**src/rtl/aes_block_source_if.sv**
```systemverilog
// aes_block_source_if: plaintext issue and expected-block handshakes of the AES loopback source
interface aes_block_source_if;
  logic         pt_valid;
  logic         pt_ready;
  logic [127:0] pt_block;
  logic         exp_pop;
  logic         exp_valid;
  logic [127:0] exp_block;
  modport master (
    output pt_valid, pt_block, exp_valid, exp_block,
    input  pt_ready, exp_pop
  );
  modport slave (
    input  pt_valid, pt_block, exp_valid, exp_block,
    output pt_ready, exp_pop
  );
endinterface

```
**src/rtl/aes_block_source.sv**
```systemverilog
// aes_block_source: LFSR plaintext generator with in-order expected-block FIFO for AES loopback checking
module aes_block_source #(
  parameter int           DEPTH = 4,
  parameter logic [127:0] SEED  = 128'h1
) (
  input  logic                      clk,
  input  logic                      reset_n,
  input  logic                      start,
  input  logic [15:0]               num_blocks,
  aes_block_source_if.master        bus,
  output logic                      busy,
  output logic                      done,
  output logic [15:0]               issued_cnt,
  output logic                      fifo_full,
  output logic                      underflow_err
);
  localparam int AW = $clog2(DEPTH);
  localparam int CW = AW + 1;
  typedef enum logic [1:0] {IDLE, ISSUE, DRAIN, DONE} state_t;
  state_t         state_q, state_d;
  logic [127:0]   lfsr_q, lfsr_d;
  logic [15:0]    cnt_q, cnt_d, nblk_q, nblk_d;
  logic           uf_q, uf_d;
  logic [AW-1:0]  wr_q, wr_d, rd_q, rd_d;
  logic [CW-1:0]  count_q, count_d;
  logic [127:0]   mem_q [DEPTH];
  logic [127:0]   mem_d [DEPTH];
  logic           push, pop;
  assign fifo_full     = count_q == CW'(DEPTH);
  assign bus.exp_valid = count_q != '0;
  assign bus.exp_block = bus.exp_valid ? mem_q[rd_q] : '0;
  assign bus.pt_valid  = state_q == ISSUE && !fifo_full;
  assign bus.pt_block  = state_q == ISSUE ? lfsr_q : '0;
  assign busy          = state_q == ISSUE || state_q == DRAIN;
  assign done          = state_q == DONE;
  assign issued_cnt    = cnt_q;
  assign underflow_err = uf_q;
  assign push          = bus.pt_valid && bus.pt_ready;
  assign pop           = bus.exp_pop && bus.exp_valid;
  // Next-state: transfers feed the FIFO and LFSR, pops drain it, an accepted start reinitialises the run
  always_comb begin
    state_d = state_q;
    lfsr_d  = lfsr_q;
    cnt_d   = cnt_q;
    nblk_d  = nblk_q;
    uf_d    = uf_q || (bus.exp_pop && !bus.exp_valid);
    wr_d    = wr_q;
    rd_d    = rd_q;
    count_d = count_q + CW'(push) - CW'(pop);
    mem_d   = mem_q;
    if (push) begin
      mem_d[wr_q] = lfsr_q;
      wr_d        = wr_q + AW'(1);
      lfsr_d      = {lfsr_q[126:0], lfsr_q[127] ^ lfsr_q[125] ^ lfsr_q[100] ^ lfsr_q[98]};
      cnt_d       = cnt_q + 16'd1;
    end
    if (pop) rd_d = rd_q + AW'(1);
    case (state_q)
      IDLE: if (start) begin
        state_d = num_blocks != '0 ? ISSUE : DONE;
        lfsr_d  = SEED;
        cnt_d   = '0;
        nblk_d  = num_blocks;
        uf_d    = 1'b0;
        wr_d    = '0;
        rd_d    = '0;
        count_d = '0;
      end
      ISSUE:   state_d = push && cnt_q + 16'd1 == nblk_q ? DRAIN : ISSUE;
      DRAIN:   state_d = count_q == '0 ? DONE : DRAIN;
      default: state_d = IDLE;
    endcase
  end
  // State register with asynchronous return to the idle, empty, seeded condition
  always_ff @(posedge clk or negedge reset_n) begin
    if (!reset_n) begin
      state_q <= IDLE;
      lfsr_q  <= SEED;
      cnt_q   <= '0;
      nblk_q  <= '0;
      uf_q    <= 1'b0;
      wr_q    <= '0;
      rd_q    <= '0;
      count_q <= '0;
      mem_q   <= '{default: '0};
    end else begin
      state_q <= state_d;
      lfsr_q  <= lfsr_d;
      cnt_q   <= cnt_d;
      nblk_q  <= nblk_d;
      uf_q    <= uf_d;
      wr_q    <= wr_d;
      rd_q    <= rd_d;
      count_q <= count_d;
      mem_q   <= mem_d;
    end
  end
endmodule

```
**src/flat_wrapper.sv**
```systemverilog
// flat-port wrapper written by rule: the top's interface ports become plain ports
module aes_block_source_flat 
#(
  parameter int           DEPTH = 4,
  parameter logic [127:0] SEED  = 128'h1
)
  (clk, reset_n, start, num_blocks, busy, done, issued_cnt, fifo_full, underflow_err, bus_pt_valid, bus_pt_block, bus_exp_valid, bus_exp_block, bus_pt_ready, bus_exp_pop);
  aes_block_source_if bus_i ();
  input  logic clk;
  input  logic reset_n;
  input  logic start;
  input  logic [15:0] num_blocks;
  output logic busy;
  output logic done;
  output logic [15:0] issued_cnt;
  output logic fifo_full;
  output logic underflow_err;
  output wire logic [$bits(bus_i.pt_valid)-1:0] bus_pt_valid;
  output wire logic [$bits(bus_i.pt_block)-1:0] bus_pt_block;
  output wire logic [$bits(bus_i.exp_valid)-1:0] bus_exp_valid;
  output wire logic [$bits(bus_i.exp_block)-1:0] bus_exp_block;
  input wire logic [$bits(bus_i.pt_ready)-1:0] bus_pt_ready;
  input wire logic [$bits(bus_i.exp_pop)-1:0] bus_exp_pop;
  assign bus_pt_valid = bus_i.pt_valid;
  assign bus_pt_block = bus_i.pt_block;
  assign bus_exp_valid = bus_i.exp_valid;
  assign bus_exp_block = bus_i.exp_block;
  assign bus_i.pt_ready = bus_pt_ready;
  assign bus_i.exp_pop = bus_exp_pop;
  aes_block_source #(.DEPTH(DEPTH), .SEED(SEED)) u_core (.clk(clk), .reset_n(reset_n), .start(start), .num_blocks(num_blocks), .bus(bus_i), .busy(busy), .done(done), .issued_cnt(issued_cnt), .fifo_full(fifo_full), .underflow_err(underflow_err));
endmodule
```
**config.mk**
```make
export PLATFORM = sky130hd
export DESIGN_NAME = aes_block_source_flat
export DESIGN_NICKNAME = d
export VERILOG_FILES = /design/src/rtl/aes_block_source_if.sv /design/src/rtl/aes_block_source.sv /design/src/flat_wrapper.sv
export SDC_FILE = /design/constraint.sdc
export NUM_CORES = 1
export LEC_CHECK = 0
export ABC_AREA = 1
export BUFFER_PORTS_ARGS = -buffer_cell sky130_fd_sc_hd__buf_4
export CORE_ASPECT_RATIO = 1.2
export CORE_UTILIZATION = 45
export CTS_CLUSTER_DIAMETER = 200
export DETAILED_ROUTE_END_ITERATION = 10
export PLACE_DENSITY = 0.66
export REMOVE_ABC_BUFFERS = 1
export SYNTH_ARGS = -nofsm -noshare
export SYNTH_HDL_FRONTEND = slang
export SYNTH_SLANG_ARGS = --single-unit
export TNS_END_PERCENT = 100
```
**constraint.sdc**
```tcl
create_clock -name clk -period 2.3 [get_ports clk]
set_clock_uncertainty 0.2 [all_clocks]
set_input_delay 0.23 -clock clk [delete_from_list [all_inputs] [get_ports clk]]
set_output_delay 0.23 -clock clk [all_outputs]
set_load 0.01 [all_outputs]
```
# After elaboration in Yosys (flattened, before gate mapping)
# Cells that the tools add are included.
# classes
addsub	5
n_mul	0
n_div	0
n_lt_le_gt_ge	3
n_eq_ne	6
shifts	0
mux	29
bitwise_logic	5
n_reduce_logical	15
# op_table
op	count
two-way mux 128 bit	8
bitwise mux 512 bit	1
binary-select mux 128 bit (select 2 bit)	1
demux 128 bit (select 2 bit)	1
two-way mux 16 bit	3
two-way mux 2 bit	9
adder 16 x 1 -> 16 bit, second input constant	1
== test 16 bit	1
nonzero test 16 bit	1
>= comparator 3 bit, second input constant	2
logical AND 1 bit	6
two-way mux 3 bit	2
NOT 2 -> 3 bit	2
case mux 2 bit (3 select lines)	1
adder 2 x 1 -> 2 bit, second input constant	2
== test 2 bit, second input constant	2
adder 3 x 1 -> 3 bit	1
== test 3 bit, second input constant	1
logical NOT 3 bit	1
less-than comparator 3 x 1 -> 1 bit, second input constant	1
two-way mux 1 bit	3
nonzero test 3 bit	1
subtractor 3 x 1 -> 3 bit	1
XOR 1 bit	3
other kinds (6)	8
# totals
reg_bits	682
latch_bits	0
mem_bits_rw	0
romBits	0
input_bits	21
out_inout_bits	278
elab_cells	75
memories	0

# Logic depth before layout (Yosys ltp)
# depth
depth_word	8
ltp_mapped	16
ltp_nobuf	15

# Worst setup path after synthesis
# OpenSTA, ideal clock, no wires.
# synth_timing
path_kind	flip-flop to flip-flop
startpoint	register u_core.state_q[1]
endpoint	register u_core.count_q[1]
setup_ns	0.128
arrival_ns	2.007
required_time_ns	1.972
path_slack_ns	-0.035
path_stages_with_launch	11
n_path_buf	2
period_less_slack_ns	2.335
path_cell_list	dfrtp_1 inv_1 ha_1 clkbuf_1 nand3_1 inv_2 clkbuf_1 ha_1 fa_1 inv_1 nor2_1
# synth_between
elab_chain_len	7
word_cells_on_any_way	8
classes_between	2 x add/sub; 1 x eq/ne; 2 x mux; 3 x reduce/logical
# synth_rtl
element	line	rtl
start: declaration	aes_block_source.sv:20	state_t state_q, state_d;
start signal: assignment	aes_block_source.sv:87	state_q <= state_d;
== test 2 x 1 -> 1 bit	aes_block_source.sv:32	assign bus.pt_valid = state_q == ISSUE && !fifo_full;
logical AND 1 bit	aes_block_source.sv:32	
logical AND 1 bit	aes_block_source.sv:38	assign push = bus.pt_valid && bus.pt_ready;
adder 3 x 1 -> 3 bit	aes_block_source.sv:49	count_d = count_q + CW'(push) - CW'(pop);
subtractor 3 x 1 -> 3 bit	aes_block_source.sv:49	
two-way mux 3 bit	aes_block_source.sv:59	IDLE: if (start) begin
two-way mux 3 bit (*)	aes_block_source.sv:58	case (state_q)
named net u_core.count_d[1]	aes_block_source.sv:25	logic [CW-1:0] count_q, count_d;
end signal: assignment	aes_block_source.sv:94	count_q <= count_d;
end: declaration	aes_block_source.sv:25	
# The timed path passes the listed nets; every way through them passes the cells marked *.
# A chain may end at the register's enable or synchronous reset.

# Final worst setup path
# layout_timing
startpoint	register u_core.rd_q[0]
endpoint	output bus_exp_block[27]
# layout_between
elab_chain_len	5
# layout_rtl
element	line	rtl
start: declaration	aes_block_source.sv:24	logic [AW-1:0] wr_q, wr_d, rd_q, rd_d;
start signal: assignment	aes_block_source.sv:93	rd_q <= rd_d;
NOT 2 -> 3 bit (not written as such)	aes_block_source.sv:31	assign bus.exp_block = bus.exp_valid ? mem_q[rd_q] : '0;
binary-select mux 128 bit (select 2 bit)	aes_block_source.sv:31	
two-way mux 128 bit (not written as such) (2 in a row)	aes_block_source.sv:31	
two-way mux 128 bit	aes_block_source.sv:31	
end: declaration	flat_wrapper.sv:21	output wire logic [$bits(bus_i.exp_block)-1:0] bus_exp_block;
# No other way between the ends. The select of a mux whose other input is x is not followed.

==> metrics.txt <==
area grow syn2layout 25.7%; Num CTS Buffers between 70 and 80; port bufs roughly 300; Final ANT Viol Nets 0; IO Pins ~300; vias per std cell 5.36; Wirelength per Cell 18.9 µm; vias in the first global route about 26k; synth top area cells dfrtp_1 55%, o21ai_0 15%, nand2_1 9.1%; GRT overflow 0; initial antenna violation count 0; Placer Congestion about 0.84; # fillers between 6k and 7k; layout cells sized above 1 0.164; area of the core slightly below 70000 µm²; Row Count approximately 100; Yosys cell types 34; GRT Resource Usage Total 0.272; most frequent cells in the layout 791 x o21ai_0, 738 x nand2_1, 679 x dfrtp_1, 522 x nor2_1, 352 x buf_4; Final Setup Violations between 200 and 250; Clock transition at path regs ~60 ps; fin nets ~4.2k; Fin Hold WS roughly 120 ps; Synth Cell Area slightly above 30000 µm²; CP Data Arrival Time 2210 ps; status finished, violations left; dominant cell type by area after synthesis dfrtp_1; flops & latches, synth roughly 680; RSZ-0062 raised after global routing true; LEAKAGE about 19 nW; Syn Inst Count 3851; total number of yosys warnings 0; final WL approximately 96000 µm; Hold WC Path Type input port to asynchronous set/reset pin; DP HPWL between 50000 and 60000 µm; Reg-to-Reg End u_core.count_q[2]; Worst-Skew Late Latency between 600 and 700 ps; Max VDD drop roughly 740 µV; ys async rst share 1.00; die height approximately 290 µm; failing checks setup timing; maximum fanout along the worst path 28; Post-synth EDFFs 0; top_reg_cell synth dfrtp_1; H-tree depth 3; vias between 20k and 30k; area of the multi-input gates ~12000 µm²; Final Hold Fails 0; CTS tree done; post-synthesis sequential area ratio 0.553; CP endpoint kind primary output; drt pass-1 iters 5; min cycle time layout 2640 ps; Layout Utilization 0.575; worst setup path start u_core.rd_q[0]; setup ws final -336 ps; sequential cell area between 15000 and 20000 µm²; largest net degree at the start of global routing 86; Power Density about 1700 nW/µm²; Max transition margin 0.695; first-pass GRT wire length approximately 150000 µm; number of max-cap violations 0; Die W roughly 240 µm; r2r startpoint u_core.count_q[1]; CTS sink cnt 682; DRC 0; final worst-path cycle share 1.15; Post-Syn Area per Cell 8.01 µm²; most common cell after layout, fill and taps aside o21ai_0; Reg2Reg Depth 10; initial DRC count approximately 2.3k; max-slew violations 0; number of diodes 0; Setup CP Type flop to primary output; Starting Density 0.458; CP required between 1500 and 2000 ps; fmax between 300 and 400 MHz; top-area cell type share of the netlist area 0.552; Worst Tran Pin Value roughly 460 ps; Total Die Area 69600 µm²; r2r setup slk -140 ps; startpoint types flop; root buffer cell clkbuf_16; Clock Path Buffers 3
## flip-flops by register name, summed over array words and instances, names as in the netlist
register / count
u_core.state_q: 2
u_core.mem_q: 512
u_core.wr_q: 2
u_core.rd_q: 2
u_core.count_q: 3
u_core.lfsr_q: 128
u_core.issued_cnt: 16
u_core.nblk_q: 16
u_core.underflow_err: 1
## how the worst max path moves through the flow
stage | endpoint | slack [ps] | cells after the start
6_report | bus_exp_block[27] | -340 | 7
3_5_place_dp | u_core.count_q[2] | 20 | 10
5_1_grt | bus_exp_block[100] | -410 | 8
2_1_floorplan | u_core.mem_q[0] | -11360 | 6
3_3_place_gp | u_core.count_q[2] | -10 | 10
4_1_cts | bus_exp_block[123] | -370 | 7
## cell type report
class | instances | area share
Timing Repair Buffer | 483 | 0.134
Tap cell | 901 | 0.0291
Inverter | 317 | 0.0314
Sequential cell | 682 | 0.440
Clock buffer | 110 | 0.0545
Multi-Input combinational cell | 2574 | 0.306
Clock inverter | 14 | 0.00474
## per-stage QoR
| stage | TNS (ps) | worst slack (ps) | power (mW) | cells | area (µm²) |
|---|---|---|---|---|---|
| 2_1_floorplan | -7845060 | -11360 | 35.5 | 3573 | 29700 |
| 3_3_place_gp | -10.6 | -10.6 | 50.8 | 4898 | 35100 |
| 3_5_place_dp | 0 | 19.9 | 51.3 | 4898 | 35100 |
| 4_1_cts | -52840 | -368 | 64.8 | 5061 | 38200 |
| 5_1_grt | -64760 | -411 | 71.0 | 5081 | 38800 |
| 6_report | -42670 | -336 | 66.1 | 5081 | 38800 |
## where the power goes
part	switching, mW	internal (mW)	total (mW)
sequential	3.67	17.5	21.1
clock	4.80	6.67	11.5
combinational	19.7	13.8	33.5
total	28.2	37.9	66.1
## synthesized netlist by cell type, types with 2 or more instances
library cell  instances
buf_1                20
ha_1                 11
xor2_1                2
dfrtp_1             681
a31oi_1               4
nor2_4                2
buf_2                37
nand4_1              12
xnor2_1               5
nand2_1             744
nor3_1                3
o21ai_1               7
inv_2                 2
o21ai_0             919
nor4_1                2
nand3_1              35
o211ai_1              3
a21oi_1             268
nor2_1              540
nand2_2               6
clkbuf_1            218
nor2_2                3
inv_1               315
buf_6                 2
## routing by layer
layer | vias to the layer above | global-route usage | wire [µm]
li1 | 13000 | - | -
met1 | 13300 | 0.374 | 41300
met2 | 852 | 0.440 | 46400
met3 | 157 | 0.0338 | 5290
met4 | 0 | 0.106 | 3030
met5 | - | 0 | 0
## cell families after synthesis
| kind of cell | after synthesis | share of synthesized area |
|---|---|---|
| buf+inv | 595 | 0.0745 |
| xor+xnor | 7 | 0.00199 |
| fa+ha+maj | 12 | 0.00511 |
| flops | 682 | 0.553 |
| compound gates | 1205 | 0.196 |
| simple gates | 1350 | 0.169 |
## timing repair
action | 4_1_cts | 5_1_grt
hold buffers | 21 | 0
endpoints found under the setup margin | 257 | 261
setup buffers | 9 | 7
cloned | 9 | 13
gates resized for setup | 130 | 135
endpoints found under the hold margin | 572 | 0
pin swaps | 32 | 23
## worst max-delay path: stages, from the launching register on
cell	delay (ps)
dfrtp_4	510
buf_12	200
buf_16	200
nor2_1	70
nor2_1	80
o21ai_0	100
a21oi_1	250
buf_4	180
Note: power is estimated with default switching activity, not from simulation.
